==> src/rtl/seven_seg_scanner.sv <==
// rtl/seven_seg_scanner.sv - multiplexed 7-segment scanner with dead time and frame-aligned updates
// Optional SEVEN_SEG_LEADING_ZERO_BLANK_EN adds the zeroSuppress input for leading-zero blanking.
module seven_seg_scanner #(
  parameter int NUM_DIGITS  = 4,
  parameter int SLOT_CYCLES = 100000,
  parameter int DEAD_CYCLES = 500
) (
  input  logic                    clk,
  input  logic                    reset,
  input  logic [4*NUM_DIGITS-1:0] digitValues,
  input  logic [NUM_DIGITS-1:0]   dpMask,
  input  logic [NUM_DIGITS-1:0]   blankMask,
  input  logic                    loadStrobe,
`ifdef SEVEN_SEG_LEADING_ZERO_BLANK_EN
  input  logic                    zeroSuppress,
`endif
  output logic [7:0]              segments,
  output logic [NUM_DIGITS-1:0]   digitEnable,
  output logic                    frameStart
);

  localparam int CNT_W  = $clog2(SLOT_CYCLES + 1);
  localparam int SLOT_W = (NUM_DIGITS > 1) ? $clog2(NUM_DIGITS) : 1;
  localparam logic [CNT_W-1:0]  CNT_LAST  = CNT_W'(SLOT_CYCLES - 1);
  localparam logic [CNT_W-1:0]  DEAD_END  = CNT_W'(DEAD_CYCLES);
  localparam logic [SLOT_W-1:0] SLOT_LAST = SLOT_W'(NUM_DIGITS - 1);

  typedef enum logic {ST_DEAD, ST_DRIVE} state_t;

  state_t                  state_q, state_d;
  logic [CNT_W-1:0]        cnt_q, cnt_d;
  logic [SLOT_W-1:0]       slot_q, slot_d;
  logic                    first_q, first_d;
  logic [4*NUM_DIGITS-1:0] shadow_val_q, shadow_val_d, pend_val_q, pend_val_d;
  logic [NUM_DIGITS-1:0]   shadow_dp_q, shadow_dp_d, pend_dp_q, pend_dp_d;
  logic [NUM_DIGITS-1:0]   shadow_blank_q, shadow_blank_d, pend_blank_q, pend_blank_d;
  logic                    pend_flag_q, pend_flag_d;
  logic [7:0]              seg_q, seg_d;
  logic [NUM_DIGITS-1:0]   en_q, en_d;
  logic                    frame_q, frame_d;

  logic                    slot_wrap, boundary, keep, blank;
  logic [3:0]              nib;
  logic [NUM_DIGITS-1:0]   suppress;

  // Lit pattern in gfedcba order, i.e. bit 0 is segment a.
  function automatic logic [6:0] decode(input logic [3:0] n);
    case (n)
      4'h0:    decode = 7'b0111111;
      4'h1:    decode = 7'b0000110;
      4'h2:    decode = 7'b1011011;
      4'h3:    decode = 7'b1001111;
      4'h4:    decode = 7'b1100110;
      4'h5:    decode = 7'b1101101;
      4'h6:    decode = 7'b1111101;
      4'h7:    decode = 7'b0000111;
      4'h8:    decode = 7'b1111111;
      4'h9:    decode = 7'b1101111;
      4'hA:    decode = 7'b1110111;
      4'hB:    decode = 7'b1111100;
      4'hC:    decode = 7'b0111001;
      4'hD:    decode = 7'b1011110;
      4'hE:    decode = 7'b1111001;
      default: decode = 7'b1110001;
    endcase
  endfunction

  always_comb begin
    slot_wrap = (cnt_q == CNT_LAST);
    boundary  = first_q || (slot_wrap && (slot_q == SLOT_LAST));

    cnt_d  = slot_wrap ? '0 : cnt_q + CNT_W'(1);
    slot_d = slot_q;
    if (slot_wrap) slot_d = (slot_q == SLOT_LAST) ? '0 : slot_q + SLOT_W'(1);
    state_d = (cnt_d < DEAD_END) ? ST_DEAD : ST_DRIVE;
    first_d = 1'b0;

    shadow_val_d   = shadow_val_q;
    shadow_dp_d    = shadow_dp_q;
    shadow_blank_d = shadow_blank_q;
    pend_val_d     = pend_val_q;
    pend_dp_d      = pend_dp_q;
    pend_blank_d   = pend_blank_q;
    pend_flag_d    = pend_flag_q;

    // A strobe on the boundary itself bypasses pending so it is not a frame late.
    if (boundary) begin
      if (loadStrobe) begin
        shadow_val_d   = digitValues;
        shadow_dp_d    = dpMask;
        shadow_blank_d = blankMask;
      end else if (pend_flag_q) begin
        shadow_val_d   = pend_val_q;
        shadow_dp_d    = pend_dp_q;
        shadow_blank_d = pend_blank_q;
      end
      pend_flag_d = 1'b0;
    end else if (loadStrobe) begin
      pend_val_d   = digitValues;
      pend_dp_d    = dpMask;
      pend_blank_d = blankMask;
      pend_flag_d  = 1'b1;
    end

    keep     = 1'b0;
    suppress = '0;
`ifdef SEVEN_SEG_LEADING_ZERO_BLANK_EN
    // Scan from the top digit; the first non-zero or dp-lit digit stops suppression below it.
    for (int i = NUM_DIGITS - 1; i >= 1; i--) begin
      if ((shadow_val_q[4*i +: 4] != 4'h0) || shadow_dp_q[i]) keep = 1'b1;
      suppress[i] = zeroSuppress & ~keep;
    end
`endif

    nib   = shadow_val_q[4*int'(slot_q) +: 4];
    blank = shadow_blank_q[slot_q] | suppress[slot_q];
    seg_d = 8'hFF;
    en_d  = '1;
    if (state_q == ST_DRIVE) begin
      en_d[slot_q] = 1'b0;
      if (!blank) seg_d = {~shadow_dp_q[slot_q], ~decode(nib)};
    end
    frame_d = (slot_q == '0) && (cnt_q == '0);
  end

  always_ff @(negedge clk) begin
    if (reset) begin
      state_q        <= ST_DEAD;
      cnt_q          <= '0;
      slot_q         <= '0;
      first_q        <= 1'b1;
      shadow_val_q   <= '0;
      shadow_dp_q    <= '0;
      shadow_blank_q <= '0;
      pend_val_q     <= '0;
      pend_dp_q      <= '0;
      pend_blank_q   <= '0;
      pend_flag_q    <= 1'b0;
      seg_q          <= 8'hFF;
      en_q           <= '1;
      frame_q        <= 1'b0;
    end else begin
      state_q        <= state_d;
      cnt_q          <= cnt_d;
      slot_q         <= slot_d;
      first_q        <= first_d;
      shadow_val_q   <= shadow_val_d;
      shadow_dp_q    <= shadow_dp_d;
      shadow_blank_q <= shadow_blank_d;
      pend_val_q     <= pend_val_d;
      pend_dp_q      <= pend_dp_d;
      pend_blank_q   <= pend_blank_d;
      pend_flag_q    <= pend_flag_d;
      seg_q          <= seg_d;
      en_q           <= en_d;
      frame_q        <= frame_d;
    end
  end

  assign segments    = seg_q;
  assign digitEnable = en_q;
  assign frameStart  = frame_q;

endmodule
==> config.mk <==
export PLATFORM = sky130hd
export DESIGN_NAME = seven_seg_scanner
export DESIGN_NICKNAME = d
export VERILOG_FILES = /design/src/rtl/seven_seg_scanner.sv
export SDC_FILE = /design/constraint.sdc
export NUM_CORES = 1
export LEC_CHECK = 0
export CAP_MARGIN = 10
export CORE_MARGIN = 1
export CORE_UTILIZATION = 61
export CTS_CLUSTER_SIZE = 12
export DETAILED_ROUTE_END_ITERATION = 6
export GPL_TIMING_DRIVEN = 0
export PLACE_DENSITY = 0.95
export SYNTH_ARGS = -nofsm -noshare
export SYNTH_HDL_FRONTEND = slang
export SYNTH_SLANG_ARGS = --single-unit
==> constraint.sdc <==
create_clock -name clk -period 3.3 [get_ports clk]
set_clock_uncertainty 0.05 [all_clocks]
set_input_delay 0.66 -clock clk [delete_from_list [all_inputs] [get_ports clk]]
set_output_delay 0.66 -clock clk [all_outputs]
set_load 0.01 [all_outputs]
### Word level (Yosys, flattened, before mapping)

Memories as Yosys holds them, arrays and structs flattened.
Cells that the tools add are included.

| cells by class | value |
|---|---|
| add/subtract/negate cells | 2 |
| order comparisons | 3 |
| equality and inequality tests | 2 |
| shift-type cells | 1 |
| muxes and demuxes | 20 |
| bitwise gates (word level) | 6 |
| reduce and logical (&&, ||, !) cells | 12 |

Operators by type and width:

| cell | count |
|---|---|
| $mux 16 | 2 |
| $add 17x1->17 const B | 1 |
| $eq 17x17->1 const B | 1 |
| $logic_not 17->1 | 1 |
| $lt 17x9->1 const B | 1 |
| $mux 17 | 1 |
| $mux 4 | 4 |
| $shiftx 16x5->4 | 1 |
| $mux 7 | 2 |
| $not 7->7 | 1 |
| $bmux 1 s2 | 3 |
| $mux 1 | 6 |
| $not 4->4 | 1 |
| $reduce_and 2->1 | 2 |
| $reduce_or 2->1 | 2 |
| $logic_and 1x1->1 | 3 |
| $lt 2x3->1 const B | 1 |
| $not 1->1 | 3 |
| $reduce_or 3->1 | 1 |
| $add 2x1->2 const B | 1 |
| $demux 1 s2 | 1 |
| $eq 2x2->1 const B | 1 |
| $ge 2x1->1 const B | 1 |
| $logic_not 2->1 | 1 |
| other kinds (4) | 4 |

| word-level totals | value |
|---|---|
| flip-flop bits (word level) | 83 |
| bits in read-only memories | 112 |
| bits of input ports | 27 |
| output and inout port bits | 13 |
| word-level logic and storage cells | 61 |
| memories kept | 1 |

Memory list:

| name | words | bits a word | rd ports | clocked after Yosys merged registers in | write ports | RTL line | text |
|---|---|---|---|---|---|---|---|
| (no name shown) | 16 | 7 | 1 | 0 | 0 | 48 | `case (n)` |

### Logic depth before layout (Yosys ltp)

| depth | value |
|---|---|
| depth in word-level cells | 6 |
| depth in mapped cells | 10 |
| mapped depth without buffers | 7 |

==> summary.txt <==
I/O pins: 40
Design Area, Final: 4943 µm²
Height of the die: 83.11 µm
Number of inserted diodes: 0
Initial antenna violation count: 0
Worst R2R Setup Slack: 0.54 ns
Starting DRT DRC Count: 278
Max FO, Critical Path: 6
TritonCTS clock tree: built
Yosys warns: 0
Register bit total from synthesis: 83
Final Hold Fails: 0
VDD IR max: 0.0003235 V
Synth unique cells: 45
Die ar.: 6906 µm²
Largest net degree at the start of global routing: 14
Post-synthesis mux area share: 6.049%
First-pass GRT wire length: 17.17 mm
Count of final max-slew check failures: 0
Seq/Total Area, Yosys: 41.41%
Arr. time, crit path: 1.79 ns
Layout area overhead: 23.20%
Pwr/cell area: 488.1 nW/µm²
Routed WL per cell: 14.75 µm
DIE WIDTH: 83.11 µm
Clk_lat worst skew: 0.42 ns
First-pass iteration count of the detailed router: 5
Routed wire length: 10.11 mm
Via count: 3868
H-Tree Depth: 3
Max Cap Viol: 0
Port Buffer Count: 39
Core region area: 6350 µm²
Placed cell area: 4499 µm²
Commonest non-fill, non-tap cell in the layout: inv_1
Status: completed
Largest cells by area after synthesis: dfxtp_1 (41%), nand2_1 (7.3%), nor2_1 (7.2%)
Setup Crit Path Kind: in2reg
Setup violations, final: 0
GRT Total Usage: 30.89%
Synth Area in Compound Gates: 17.06%
Buffer depth of the longest clock path: 2
Main combinational cell family by area after synthesis: simple AND/OR/NAND/NOR gates
Unrepaired setup endpoints after global routing: no
Number of synthesized flops with an enable pin: 0
Crit. End Element: flop
LEAKAGE: 2.130 nW
Synth area leader: dfxtp_1
# rows: 29
Share of cells above drive strength 1: 19.08%
Clk root buf: clkbuf_8
Synthesized area per cell: 8.537 µm²
Dpl hpwl: 6.344 mm
Fin Hold WS: 0.4068 ns
GRT overflow: 0
Simple-gate share of the synthesized area: 22.89%
Hold crit path type: reg2reg
DR DRC count: 0
Vias in the first global route: 3999
Cts bufs inserted: 9
Ys async rst share: 0%
Worst Path Required: 1.90 ns
Nets: 641
Synth top area share: 41.41%
Startpoint Class: input pin
Adder-Cell Fraction of Synth Area: 3.430%
Slew at the pin closest to its max-slew limit: 0.4907 ns
DRT antenna net count: 0
Most frequent cells in the layout: inv_1 (97), dfxtp_1 (83), nand2_1 (78), nor2_1 (76), clkdlybuf4s50_1 (24)
Post-synth net total: 508
Top FF cell, synth: dfxtp_1
XOR/XNOR share of the synthesized area: 3.711%
Vias per cell: 5.647
Slew headroom: 67.29%
Initial Utilization: 63.19%
Gate Count Post-Synth: 470
Worst-path clk slew: 0.04 ns
Cell Area, Synth: 4013 µm²
Placer congestion estimate: 0.8530
Clock Sinks: 83
[final timing paths]
check / from / endpoint / cells after the start
setup / recovery: reset / state_q$_SDFF_NP0_ / 5
hold / removal: pend_blank_q[2]$_SDFFE_NP0P_ / pend_blank_q[2]$_SDFFE_NP0P_ / 2
setup reg to reg: cnt_q[0]$_SDFF_NP0_ / shadow_blank_q[0]$_SDFFE_NP0P_ / 9
hold reg to reg: pend_blank_q[2]$_SDFFE_NP0P_ / pend_blank_q[2]$_SDFFE_NP0P_ / 2
[per-stage QoR]
step	worst slack, ns	setup TNS [ns]	power [mW]	std cells	util, %
final	0.1052	0	2.413	685	77.85
after global routing	0.06919	0	2.552	685	77.85
after CTS	0.0004075	0	2.420	685	78.90
after detailed placement	-0.8943	-52.43	1.497	586	70.86
after global placement	-0.8858	-50.81	1.483	586	70.86
after floorplan	0.04206	0	1.410	470	-
[kinds of logic (layout without fill, tap and decap cells)]
| logic type | after synthesis | in the layout |
|---|---|---|
| multiplexers | 15 | 15 |
| buffers and inverters | 48 | 186 |
| AO/OA/AOI/OAI | 89 | 89 |
| XOR/XNOR | 17 | 17 |
| AND/OR/NAND/NOR | 207 | 207 |
| adder cells (fa/ha/maj) | 11 | 11 |
| flip-flops | 83 | 83 |
[sequential cells by signal (all words and copies together) (netlist names), 2 cells and up]
name / count
shadow_blank_q: 4
pend_dp_q: 4
cnt_q: 17
digitEnable: 4
shadow_dp_q: 4
pend_blank_q: 4
shadow_val_q: 16
slot_q: 2
segments: 8
pend_val_q: 16
[Yosys cell counts, types with 7 or more instances]
| library cell | count |
|---|---|
| xnor2_1 | 9 |
| xor2_1 | 8 |
| ha_1 | 11 |
| a21oi_1 | 18 |
| dfxtp_1 | 83 |
| nand2_2 | 10 |
| nand3_1 | 7 |
| nand4_1 | 7 |
| a21oi_2 | 10 |
| mux4_2 | 7 |
| o21ai_0 | 23 |
| nand2_1 | 78 |
| clkbuf_1 | 19 |
| nor2_1 | 77 |
| a211oi_2 | 20 |
| inv_1 | 14 |
[repair_timing]
item,in CTS,in global routing
hold buffers,0,0
cloned,0,0
resized for setup,55,15
endpoints found under the setup margin,83,37
buffers inserted,1,0
[per-layer routing]
layer / routed length [µm] / track usage (%) / part of all wire [%]
met5: 0 / 0 / 0
met3: 705 / 10.04 / 7.0
met1: 4141 / 34.29 / 41
met4: 180 / 16.77 / 1.8
met2: 5077 / 52.31 / 50
[power by group]
group	internal, mW	switching [mW]	leakage, nW	total (mW)
Sequential	1.05	0.0262	0.679	1.08
Combinational	0.114	0.150	0.917	0.264
Clock	0.402	0.671	0.535	1.07
[cell type report]
class / instances / area [µm²]
Fill cell: 394 / 1406
Timing Repair Buffer: 40 / 326.6
Clock buffer: 9 / 123.9
Tap cell: 77 / 96.34
Inverter: 13 / 48.80
Sequential cell: 83 / 1662
Buffer: 34 / 197.7
Multi-Input combinational cell: 339 / 2137
Clock inverter: 90 / 351.6
[critical path: stages]
cell and delay, ns:
dlygate4sd2_1 0.31, or2_2 0.31, clkbuf_1 0.16, a41o_1 0.24, o21ai_0 0.11
(Power assumes the default switching activity.)
